<file path="src/rtl/pdm_modulator_mc.sv">
// Multichannel first/second-order PDM modulator with a one-deep sample buffer.
// Optional triangular-free LFSR dither is compiled in with PDM_MOD_DITHER_EN.
module pdm_modulator_mc #(
  parameter int W     = 16,
  parameter int CH    = 2,
  parameter int ORDER = 2
) (
  input  logic          clk,
  input  logic          rstn,
  input  logic          ock,
  input  logic          en,
  input  logic [CH*W-1:0] din,
  input  logic          din_valid,
  output logic          din_ready,
  output logic [CH-1:0] sdo,
  output logic          sdo_stb,
  output logic          underflow,
  input  logic          clr_uf
);

  localparam int IW = W + 3;
  localparam int SW = W + 5;
  localparam logic signed [SW-1:0] HALF = $signed(SW'(32'd1) << (W - 1));
  localparam logic signed [SW-1:0] IMAX = $signed(SW'({(IW-1){1'b1}}));
  localparam logic signed [SW-1:0] IMIN = ~IMAX;
  localparam logic [W-1:0]         MID  = {1'b1, {(W-1){1'b0}}};

  function automatic logic signed [IW-1:0] sat(input logic signed [SW-1:0] v);
    logic signed [IW-1:0] r;
    if (v > IMAX) r = IMAX[IW-1:0];
    else if (v < IMIN) r = IMIN[IW-1:0];
    else r = v[IW-1:0];
    return r;
  endfunction

  logic sync1_r, sync2_r, sync3_r;
  logic tick_s, run_s, accept_s;
  logic full_r;
  logic [CH*W-1:0] hold_r, active_r, act_eff_s;

  assign tick_s    = sync2_r & ~sync3_r;
  assign run_s     = tick_s & en;
  assign accept_s  = din_valid & ~full_r;
  assign din_ready = ~full_r;
  // A tick that finds a full buffer modulates the sample it is consuming.
  assign act_eff_s = full_r ? hold_r : active_r;

  // ock synchroniser plus edge-detect flop
  always_ff @(posedge clk or negedge rstn) begin
    if (!rstn) begin
      sync1_r <= 1'b0;
      sync2_r <= 1'b0;
      sync3_r <= 1'b0;
    end else begin
      sync1_r <= ock;
      sync2_r <= sync1_r;
      sync3_r <= sync2_r;
    end
  end

  // sample buffer, underflow flag and output strobe
  always_ff @(posedge clk or negedge rstn) begin
    if (!rstn) begin
      full_r    <= 1'b0;
      hold_r    <= {(CH*W){1'b0}};
      active_r  <= {CH{MID}};
      underflow <= 1'b0;
      sdo_stb   <= 1'b0;
    end else begin
      if (accept_s) hold_r <= din;
      if (run_s && full_r) begin
        active_r <= hold_r;
        full_r   <= 1'b0;
      end else if (accept_s) begin
        full_r <= 1'b1;
      end
      underflow <= (run_s & ~full_r) | (underflow & ~clr_uf);
      sdo_stb   <= run_s;
    end
  end

`ifdef PDM_MOD_DITHER_EN
  logic [15:0] lfsr_r;

  // dither LFSR, restarted from the seed while disabled
  always_ff @(posedge clk or negedge rstn) begin
    if (!rstn) lfsr_r <= 16'hACE1;
    else if (!en) lfsr_r <= 16'hACE1;
    else if (tick_s) lfsr_r <= {lfsr_r[14:0], lfsr_r[15] ^ lfsr_r[13] ^ lfsr_r[12] ^ lfsr_r[10]};
  end
`endif

  for (genvar k = 0; k < CH; k++) begin : g_ch
    logic signed [IW-1:0] i1_r, i2_r, i1_nxt_s, i2_nxt_s;
    logic signed [SW-1:0] xs_s, fb_s, dith_s, y_s, sum_s;
    logic bit_r, bit_nxt_s;

    // noise-shaping loop for one channel
    always_comb begin
      xs_s = $signed({{(SW-W){1'b0}}, act_eff_s[k*W +: W]}) - HALF;
      fb_s = bit_r ? HALF : -HALF;
`ifdef PDM_MOD_DITHER_EN
      dith_s = $signed({{(SW-4){1'b0}}, lfsr_r[k % 16 +: 4]}) - $signed(SW'(32'd8));
`else
      dith_s = {SW{1'b0}};
`endif
      i1_nxt_s = sat(SW'(i1_r) + xs_s - fb_s);
      if (ORDER == 1) begin
        i2_nxt_s = {IW{1'b0}};
        y_s      = SW'(i1_nxt_s);
      end else begin
        i2_nxt_s = sat(SW'(i2_r) + SW'(i1_nxt_s) - fb_s);
        y_s      = SW'(i2_nxt_s);
      end
      sum_s     = y_s + dith_s;
      bit_nxt_s = ~sum_s[SW-1];
    end

    // integrator and output bit state
    always_ff @(posedge clk or negedge rstn) begin
      if (!rstn) begin
        i1_r  <= {IW{1'b0}};
        i2_r  <= {IW{1'b0}};
        bit_r <= 1'b0;
      end else if (!en) begin
        i1_r  <= {IW{1'b0}};
        i2_r  <= {IW{1'b0}};
        bit_r <= 1'b0;
      end else if (tick_s) begin
        i1_r  <= i1_nxt_s;
        i2_r  <= i2_nxt_s;
        bit_r <= bit_nxt_s;
      end
    end

    assign sdo[k] = bit_r;
  end

endmodule

</file>
<file path="config.mk">
export PLATFORM = sky130hd
export DESIGN_NAME = pdm_modulator_mc
export DESIGN_NICKNAME = d
export VERILOG_FILES = /design/src/rtl/pdm_modulator_mc.sv
export SDC_FILE = /design/constraint.sdc
export NUM_CORES = 1
export LEC_CHECK = 0
export CAP_MARGIN = 40
export CORE_UTILIZATION = 55
export CTS_BUF_LIST = sky130_fd_sc_hd__clkbuf_4
export DETAILED_ROUTE_END_ITERATION = 10
export HOLD_SLACK_MARGIN = 0.06
export PLACE_DENSITY_LB_ADDON = 0.2
export SYNTH_ARGS = -nofsm -noshare
export SYNTH_HDL_FRONTEND = slang
export SYNTH_SLANG_ARGS = --single-unit
</file>
<file path="constraint.sdc">
create_clock -name clk -period 6.08 [get_ports clk]
set_clock_uncertainty 0.1 [all_clocks]
set_input_delay 1.216 -clock clk [delete_from_list [all_inputs] [get_ports clk]]
set_output_delay 1.216 -clock clk [all_outputs]
set_load 0.02 [all_outputs]
</file>
==> results.txt, run 1 <==
* Run status: complete, but fails checks
* Violations in the final reports: negative setup slack
- Average wire per standard cell: 16.4 um
* Total buffers and inverters traversed by the critical path: 9
* Syn Nets: 1474
* Fraction of post-synthesis cell area in the top cell type by area: 30.6%
* Share of final-layout standard cells stronger than drive strength 1: 26.9%
- The multi-input combinational cells in the finished layout cover a total of 7640 sq um.
* Predominant post-synthesis flop cell: dfrtp_1
- Headroom to the max-slew limit came out at 39.6%.
* Total routing usage reported by global routing: 26.7%
- Clock tree synthesis selected as its root buffer the cell clkbuf_4.
- Routability-driven placement finished with a final weighted congestion of 0.934.
- For this design the top-level I/O count stands at 43.
- Family with the most delay on the worst path: compound AO/OA/AOI/OAI gates
- After detailed routing, the number of vias per cell comes to 5.61.
- Vias in the first global route: 10100
- Setup violations remaining at the end of the flow were counted as 34.
- STA puts the critical path data required time at 6.42 ns.
- In the routed design, unresolved DRC markers number 0.
* NumNets Final: 1685
- Total detailed-routing wirelength: 29300 um
- Share of flip-flops with an asynchronous set or reset after synthesis: 100%
- Number of buffers added to fix hold violations after cts: 0
- Clock latency on the worst-skew pair, taken at its later pin, is 0.56 ns.
* CTS H-Tree Depth: 4
- Overflow after GRT: 0
* Number of enable flip-flop cells after synthesis: 0
- The first global-routing pass estimated 47300 um of wire.
- Core box area: 21200 sq um
- DIE AREA: 22300 sq um
- In this run the deepest clock path goes through 2 buffers.
- Yosys Warn Count: 0
* Layout overhead on the synthesized area: 25.4%
* Count of cell types in the netlist: 83
* Least-Margin Pin Slew: 0.907 ns
- Minimum clock period: 6.18 ns
* Count of TritonRoute iterations in the first routing pass: 5
- Total area of sequential cells: 3710 sq um
- Maximum number of pins on one net before global-route repair: 61
* Synthesized area: 11900 sq um
- Yosys attributes the largest share of cell area to dfrtp_1, ha_1, inv_1.
- The slowest stage of the critical path belongs to the cell dfrtp_2.
- The worst setup path is launched from a flip-flop.
* Worst Path Class, Setup: flip-flop to flip-flop
* Maximum fanout along the worst path: 7
- Worst hold slack: 0.263 ns
* Iteration-0 DRC Markers: 480
- CTS tree: done
- Sequential area share after synthesis: 31.0%
- Based on the critical path, the design can be clocked at up to 162 MHz.
* Total number of placement rows: 53
* Data arrival time of the critical path: 6.51 ns
- The die is 149 um wide.
- Setup repair after global routing could not meet its margin everywhere.
- Filler Cell Count: 1579
- Critical path capture point type: flip-flop
* Number of buffer cells added on primary ports: 42
* Cell taking the most area after synthesis: dfrtp_1
- After legalization and detailed placement, the total HPWL measured 21500 um.
- After technology mapping, the gate count stands at 1284.
* Max incr delay on CP: 0.50 ns
- The count of nets left with antenna violations once routing finished came out at 0.
- The final-report max-slew violation count came to 0.
* Number of buffers created by CTS: 17
- Worst hold path class: flip-flop to flip-flop
* Final setup margin: -0.0964 ns
* Effective utilization at floorplan: 56.5%
- Dividing the synthesized area by the synthesized cell count gives 9.30 sq um.
* Final critical-path share of the clock period: 102%
- The final hold violation count is 0.
* Commonest non-fill, non-tap cells in the layout: inv_1, buf_4, dfrtp_1, ha_1, nand2_1
- Most common library cell in the layout ignoring fill and taps: inv_1
- The initial antenna violation count is 1.
- The tool flagged a number of max-cap violations equal to 0.
* Clock transition at the registers of the reported paths: 0.13 ns
- CTS saw 148 sinks.
* Synth Register Bits: 148
- From bottom edge to top edge, the die measures 149 um.
- Summing over every cut layer, the via total after detailed routing is 10000.
* Crit path top cell by count: buf_4
==> sequential cells by signal (all words and copies together), names as in the netlist <==
register / count
full_r: 1
underflow: 1
sdo_stb: 1
sync2_r: 1
g_ch.i1_r: 38
hold_r: 32
sync3_r: 1
g_ch.bit_r: 2
active_r: 32
sync1_r: 1
g_ch.i2_r: 38
==> timing repair <==
item	in CTS	in global routing
buffers inserted	7	21
resized for setup	35	73
pin swaps	10	28
endpoints found under the setup margin	36	36
gates cloned	0	1
==> Yosys cell counts (all sizes together), types with 10 or more instances <==
library cell    n
mux2i          32
fa             12
inv           232
nand2b         14
nor2           37
clkbuf         29
o211ai         14
xor2           18
xnor2          45
nand2          74
buf            24
a21oi          93
o21a           23
a21o           37
nand3          13
o21ai          31
o311ai         10
mux2           66
a221o          53
nor3           10
dfrtp         146
ha            140
==> per-stage QoR <==
step | TNS (ns) | std cells | util (%) | cell area (sq um) | worst slack (ns)
after floorplan | 0 | 1284 | - | 12000 | 0.00417
after global routing | -8.78 | 1783 | 70.8 | 15000 | -0.292
after CTS | -0.0568 | 1760 | 68.3 | 14400 | -0.0133
after detailed placement | -3.35 | 1722 | 65.6 | 13900 | -0.191
after global placement | -3.39 | 1720 | 65.5 | 13800 | -0.114
final | -2.12 | 1783 | 70.8 | 15000 | -0.0964
==> path summary, 6_finish.rpt <==
kind,depth (start not counted),end,slack (ns),from
setup / recovery,29,g_ch[1].i2_r[3],-0.1,full_r
hold / removal,0,sync2_r,0.26,sync1_r
setup reg to reg,29,g_ch[1].i2_r[3],-0.1,full_r
hold reg to reg,0,sync2_r,0.26,sync1_r
max in group asynchronous,2,full_r,4.23,rstn
min in group asynchronous,1,g_ch[0].i2_r[11],0.43,rstn
==> layout make-up <==
type | instances | share of cell area (%)
multi-input combinational | 850 | 51.0
sequential | 148 | 24.7
tap | 275 | 2.30
inverter | 233 | 5.84
clock inverter | 14 | 1.34
timing repair buffer | 245 | 14.0
clock buffer | 17 | 0.852
antenna | 1 | 0.0167
==> layer usage <==
| layer | wire length [um] | GRT usage (%) | vias to the layer above | share of wire, % |
|---|---|---|---|---|
| li1 | - | - | 4920 | - |
| met5 | 0 | 0 | - | 0 |
| met3 | 922 | 3.85 | 44 | 3.1 |
| met2 | 15300 | 49.4 | 177 | 52 |
| met4 | 610 | 7.70 | 0 | 2.1 |
| met1 | 12500 | 31.7 | 4863 | 43 |
==> worst register-to-register path: cells and delay by family (launching register included) <==
family / cells / cell delay [ns]
AND/OR/NAND/NOR: 3 / 0.68
flip-flops: 1 / 0.50
AO/OA/AOI/OAI: 12 / 2.40
multiplexers: 1 / 0.13
buffers and inverters: 9 / 1.11
adder cells (fa/ha/maj): 4 / 1.15
==> logic make-up after synthesis <==
kind of cell,after synthesis,share of synthesized area [%]
and+or+nand+nor,200,8.26
adders and majority gates,152,16.7
xor gates and xnor gates,63,4.68
muxes,98,8.90
AOI/OAI and AO/OA,337,21.0
DFF,148,31.0
buffers and inverters,286,9.46
Power of run 1 is left out: the tool's default activity adds up to more than one toggle a clock period on the data nets, which glitch-free logic cannot reach.
==> inputs of run 2 (changes only) <==
--- a/config.mk
+++ b/config.mk
@@ -11,6 +11,8 @@
 export DETAILED_ROUTE_END_ITERATION = 10
 export HOLD_SLACK_MARGIN = 0.06
 export PLACE_DENSITY_LB_ADDON = 0.2
+export RECOVER_POWER = 25
 export SYNTH_ARGS = -nofsm -noshare
 export SYNTH_HDL_FRONTEND = slang
 export SYNTH_SLANG_ARGS = --single-unit
+export TNS_END_PERCENT = 5
==> run 2 against run 1 <==
Effect of this change:
- the run ends with max-capacitance violations, max-slew violations, negative setup slack left
- cell count decreased by 0.22%
- global-route usage about the same
- register-to-register slack about the same
- highest routed layer unchanged
==> results.txt, run 2 (synthesis gave the netlist of run 1 again) <==
- Leaving out fill and tap cells, the most frequent cell in the layout is inv_1.
* Relative max-transition margin: -69.6% (-110 points)
- Number of max-slew violations in the final report: 92 (+92)
* Share of final-layout standard cells stronger than drive strength 1: 25.5% (-1.4 points)
- Violations in the final reports: max-capacitance violations, max-slew violations, negative setup slack
* Commonest non-fill, non-tap cells in the layout: inv_1, buf_4, dfrtp_1, ha_1, a21oi_1
- The final instance count without filler cells came to 1779 (-0.22%).
- The run finished, with violations left.
* RePlAce Congestion: 0.934 (unchanged)
- The core footprint is 21200 sq um (unchanged).
- Total routing usage reported by global routing: 26.7% (about the same)
* ANT nets after route: 0 (unchanged)
- Total number of placement rows: 53 (unchanged)
- The per-cell via count in the routed design was 5.65 (+0.64%).
- Setup repair after global routing could not meet its margin everywhere.
- The setup slack of the critical path after layout came to -0.102 ns (-0.00544 ns).
- The overall via count from detail_route is 10000 (+0.41%).
- The sink count of the clock tree came to 148 (unchanged).
- Worst hold slack: 0.263 ns (+0.00000500 ns)
- Data arrival time of the critical path: 6.52 ns (about the same)
* Least-Margin Pin Slew: 2.54 ns (+1.64 ns)
- The die height is 149 um (unchanged).
- The number of remaining DRC errors was 0 (unchanged).
- Number of hold-slack violations in the final timing report: 0 (unchanged)
- The violation count after the first detailed-route iteration is 487 (+1.5%).
- Relative to the synthesized area, the layout overhead comes to 24.3%.
- Area of the multi-input gates: 7550 sq um (-1.2%)
* Largest buffer count on any clock path: 2 (unchanged)
- The number of placed I/O pins was 43 (unchanged).
- Critical path data required time: 6.42 ns (about the same)
* Highest achievable clock rate: 162 MHz (about the same)
- The maximum number of pins on one net before global-route repair is 61 (unchanged).
- The worst setup path is of the flip-flop to flip-flop kind.
- CTS tree: done
- NumNets Final: 1681 (-0.24%)
- Width of the chip: 149 um (unchanged)
- Vias in the first global route: 10100 (+0.079%)
- The minimum clock period after layout came to 6.18 ns (+0.00544 ns).
- The number of CTS-inserted buffers came to 17 (unchanged).
- Slowest-stage cell, CP: dfrtp_2
- Total detailed-routing wirelength: 29200 um (-0.32%)
- The quantity of hold-fixing buffers added after cts was 0 (unchanged).
- Effective utilization at floorplan: 56.5% (unchanged)
- The clock input transition at the sequential cells of the worst setup and hold paths was 0.13 ns (about the same).
- The largest fanout on the critical path was 7 (unchanged).
* Clock latency reported for the late side of the worst-skew pair: 0.57 ns (about the same)
* Number of buffer cells added on primary ports: 42 (unchanged)
- DIE AREA: 22300 sq um (unchanged)
- Filler Cell Count: 1609 (+1.9%)
* Registers with the most flip-flops: g_ch.i1_r x38, g_ch.i2_r x38
- Worst hold path class: flip-flop to flip-flop
- Critical path capture point type: flip-flop
- The tree is rooted in a clkbuf_4.
- Kind of launch point of the worst setup path: flip-flop
- The final setup violation count was 34 (unchanged).
- The H-tree depth came to 4 (unchanged).
- Crit path top cell by count: buf_4
* Number of antenna violations at the first check in global routing: 1 (unchanged)
- The portion of the clock cycle consumed by the worst path in the final layout is 102% (about the same).
- Count of TritonRoute iterations in the first routing pass: 5 (unchanged)
* Final HPWL DP: 21500 um (unchanged)
* Count of maximum capacitance violations: 2 (+2)
- Setup TNS: -2.44 ns (-0.318 ns)
- The total grt overflow came to 0 (unchanged).
- Cell Count Post-Placement: 1722 (unchanged)
- The post-detailed-route wirelength per cell was 16.4 um (about the same).
- The final core utilization came to 70.2% (-0.63 points).
- The critical path's largest stage delay is 0.51 ns (about the same).
- Total area of sequential cells: 3710 sq um (unchanged)
* Wire length of the first global-routing pass: 47300 um (about the same)
[run 2: changes by cell type in the layout (fill, tap and decap cells not counted), moves of 4 or more]
cell,previous run,this run
inv_2,6,2
buf_6,13,8
a21oi_2,21,14
ha_1,128,132
ha_4,10,6
a21oi_1,67,74
inv_1,226,230
[run 2: layer usage]
metal / up-vias / global-route usage [%] / part of all wire, %
li1: 4917 / - / -
met1: 4878 / 31.7 / 43
met2: 192 / 49.3 / 52
met3: 58 / 3.85 / 2.9
met4: 0 / 7.86 / 2.3
met5: - / 0 / 0
[run 2: final timing paths]
| path | from | end | slack [ns] | cells past startpoint |
|---|---|---|---|---|
| min reg2reg | sync1_r | sync2_r | 0.26 | 0 |
| min | sync1_r | sync2_r | 0.26 | 0 |
| min in group asynchronous | rstn | g_ch[0].i2_r[11] | 1.23 | 1 |
| max in group asynchronous | rstn | g_ch[0].i1_r[12] | 1.31 | 2 |
| max reg2reg | full_r | g_ch[1].i2_r[3] | -0.10 | 27 |
| max | full_r | g_ch[1].i2_r[3] | -0.10 | 27 |
[run 2: per-stage QoR]
step | cell area (sq um) | worst slack [ns]
after floorplan | 12000 | 0.00417
after global placement | 13800 | -0.114
after detailed placement | 13900 | -0.191
after CTS | 14400 | -0.0344
after global routing | 14900 | -0.327
final | 14900 | -0.102
[run 2: cell type report]
cell class / count / area share (%)
multi-input cells: 850 / 50.8
flip-flops and latches: 148 / 25.0
repair buffers: 241 / 13.8
inverters: 233 / 5.89
well taps: 275 / 2.32
clock inverters: 14 / 1.36
clock buffers: 17 / 0.859
diodes: 1 / 0.0168
[run 2: repair_timing]
action                                  4_1_cts  5_1_grt
endpoints found under the hold margin         0        0
gates cloned                                  0        1
endpoints found under the setup margin       36       36
gates resized for setup                      34       50
pin swaps                                    10       27
buffers inserted                              6       18
[run 2: worst max-delay path, delay by kind of cell (launching register included)]
family	cells	cell delay [ns]
buf+inv	7	0.82
simple gates	3	0.75
fa+ha+maj	4	1.27
flops	1	0.51
mux	1	0.21
compound gates	12	2.41
Power of run 2 is left out for the same reason.
==> inputs of run 3 (changes only) <==
==> constraint.sdc (replaced) <==
create_clock -name clk -period 5.1 [get_ports clk]
set_clock_uncertainty 0.1 [all_clocks]
set_input_delay 1.02 -clock clk [delete_from_list [all_inputs] [get_ports clk]]
set_output_delay 1.02 -clock clk [all_outputs]
set_load 0.02 [all_outputs]
==> run 3 against run 2 <==
Effect of this change:
- the run still ends with max-capacitance violations, max-slew violations, negative setup slack left
- non-clock buffer count increased by 98
- setup slack got worse by 1.0 ns
- utilization increased by 5.3 points
- register-to-register slack got worse by 1.0 ns
- worst hold slack improved by 0.0089 ns
- critical path type unchanged
- cell count increased by 5.6%
- largest cell class unchanged
- first-iteration DRC count increased by 16%
==> results.txt, run 3 (synthesis gave the netlist of run 1 again) <==
- The run finished, with violations left.
- Violations in the final reports: max-capacitance violations, max-slew violations, negative setup slack
* Number of buffers created by CTS: 17 (unchanged)
- The weighted congestion at the end of routability-driven global placement was 0.986 (+5.6%).
- Number of hold-slack violations in the final timing report: 0 (unchanged)
* Overflow after GRT: 0 (unchanged)
- Final HPWL DP: 22200 um (+3.0%)
- The maximum root-to-sink buffer count came to 2 (unchanged).
* Relative max-transition margin: -169% (-99 points)
- Clock tree synthesis selected as its root buffer the cell clkbuf_4.
- Leaving out fill and tap cells, the most frequent cell in the layout is buf_4.
- ANT nets after route: 0 (unchanged)
- Relative to the synthesized area, the layout overhead comes to 33.6%.
- Minimum clock period: 6.22 ns (+0.0398 ns)
- The quantity of hold-fixing buffers added after cts was 0 (unchanged).
- The initial antenna violation count is 1 (unchanged).
- The ratio of cells with drive above 1 in the final layout is 33.1% (+7.6 points).
- The quantity of I/O buffers inserted on ports came to 42 (unchanged).
- Endpoint of the lowest-slack register-to-register path: g_ch[0].i2_r[3]
- Setup repair after global routing could not meet its margin everywhere.
- The worst setup path is captured at a flip-flop.
* Total number of placement rows: 53 (unchanged)
- The final setup violation count was 40 (+18%).
* Number of sinks handled by clock tree synthesis: 148 (unchanged)
* Worst hold path class: flip-flop to flip-flop
- Crit path top cell by count: buf_6
- Max incr delay on CP: 0.52 ns (about the same)
* Worst slack at placement: -1.17 ns (-0.974 ns)
* Total area of sequential cells: 3710 sq um (unchanged)
- The worst hold path cell count came to 0 (unchanged).
- Maximum number of pins on one net before global-route repair: 78 (+28%)
- The setup slack of the critical path after layout was -1.12 ns (-1.02 ns).
- Register-to-register path setup slack: -1.12 ns (-1.02 ns)
* Worst Reg-to-Reg Cells: 28 (+3.7%)
* Filler Cell Count: 1418 (-12%)
- The number of violations of the max-capacitance limit was 1 (-1).
- Average wire per standard cell: 17.0 um (+3.5%)
* Number of max-slew violations in the final report: 72 (-22%)
- Commonest non-fill, non-tap cells in the layout: buf_4, inv_1, dfrtp_1, ha_1, a21oi_1
- Critical path data required time: 5.48 ns (-0.94 ns)
* Total detailed-routing wirelength: 31900 um (+9.4%)
* Kind of launch point of the worst setup path: flip-flop
- Data arrival time of the critical path: 6.60 ns (+0.08 ns)
* Total routing usage reported by global routing: 28.1% (+1.4 points)
- Vias in the first global route: 10600 (+4.9%)
- The final-stage net count is 1780 (+5.9%).
- The first-pass GRT wire length is 49600 um (+4.9%).
- The violation count after the first detailed-route iteration is 566 (+16%).
* Detailed-route vias per instance: 5.64 (-0.19%)
- Effective utilization at floorplan: 56.5% (unchanged)
- The core footprint came to 21200 sq um (unchanged).
- The startpoint identified for the worst register-to-register timing path is full_r.
- The die outline area is 22300 sq um (unchanged).
- Clock latency reported for the late side of the worst-skew pair: 0.60 ns (+0.03 ns)
- The slew at the pin closest to its max-slew limit was 4.04 ns (+1.49 ns).
- CTS tree: done
- DRC: 0 (unchanged)
* Worst Path Class, Setup: flip-flop to flip-flop
- The first-pass detailed-route iteration total was 6 (+1).
* Number of vias in the routed layout: 10600 (+5.4%)
- The number of placed I/O pins is 43 (unchanged).
- Final critical-path share of the clock period: 122% (+20 points)
* Slowest-stage cell, CP: fa_1
- The worst hold path begins at sync1_r.
* Width of the chip: 149 um (unchanged)
* CTS H-Tree Depth: 4 (unchanged)
- Highest achievable clock rate: 161 MHz (-0.64%)
- The largest fanout on the critical path came to 16 (+9).
* Clock transition at the registers of the reported paths: 0.14 ns (about the same)
- Registers with the most flip-flops: g_ch.i1_r x38, g_ch.i2_r x38
- Area of the multi-input gates: 7950 sq um (+5.3%)
- Die extent in y: 149 um (unchanged)
* Hold Path End: sync2_r
[run 3: cell type report]
| type | count | area share, % |
|---|---|---|
| Clock buffer | 17 | 0.799 |
| Multi-Input combinational cell | 851 | 49.8 |
| Antenna cell | 1 | 0.0157 |
| Timing Repair Buffer | 339 | 17.5 |
| Clock inverter | 15 | 1.03 |
| Inverter | 233 | 5.48 |
| Sequential cell | 148 | 23.2 |
| Tap cell | 275 | 2.16 |
[run 3: repair_timing]
item                       in CTS  in global routing
setup endpoints to repair      40                 40
resized for setup              48                 93
setup buffers                  11                  6
hold endpoints to repair        0                  0
cloned                          2                  2
pin swaps                      21                 48
[run 3: layer usage]
layer	share of wire [%]	GRT usage, %	wire [um]	vias up
met4	2.6	10.7	829	0
met5	0	0	0	-
li1	-	-	-	5125
met1	41	32.4	13000	5091
met2	53	51.5	16800	289
met3	4.3	4.43	1370	84
[run 3: worst max path at each step]
stage / cells after the start / slack [ns] / to / from
finish: 28 / -1.12 / g_ch[0].i2_r[3] / full_r
global route: 27 / -1.42 / g_ch[1].i2_r[17] / full_r
CTS: 29 / -1.0 / g_ch[0].i2_r[7] / full_r
detailed placement: 27 / -1.17 / g_ch[0].i2_r[7] / full_r
global placement: 25 / -1.26 / g_ch[1].i2_r[0] / full_r
floorplan: 28 / -0.86 / g_ch[0].i2_r[10] / full_r
[run 3: metrics by stage]
step	util [%]	instances	TNS, ns	hold slack, ns	instance area (sq um)
after floorplan	-	1284	-28.99	0.231	12100
after global placement	69.6	1825	-41.83	0.238	14700
after detailed placement	69.6	1826	-41.55	0.243	14700
after CTS	72.7	1871	-35.73	0.275	15400
after global routing	75.5	1879	-52.19	0.277	16000
final	75.5	1879	-40.65	0.271	16000
[run 3: worst max-delay path: cells and delay by family (launching register included)]
family,cells,cell delay [ns]
AO/OA/AOI/OAI,10,2.24
adder cells (fa/ha/maj),4,1.35
buffers and inverters,8,1.06
AND/OR/NAND/NOR,5,0.71
flip-flops,1,0.47
multiplexers,1,0.19
Power of run 3 is left out for the same reason.
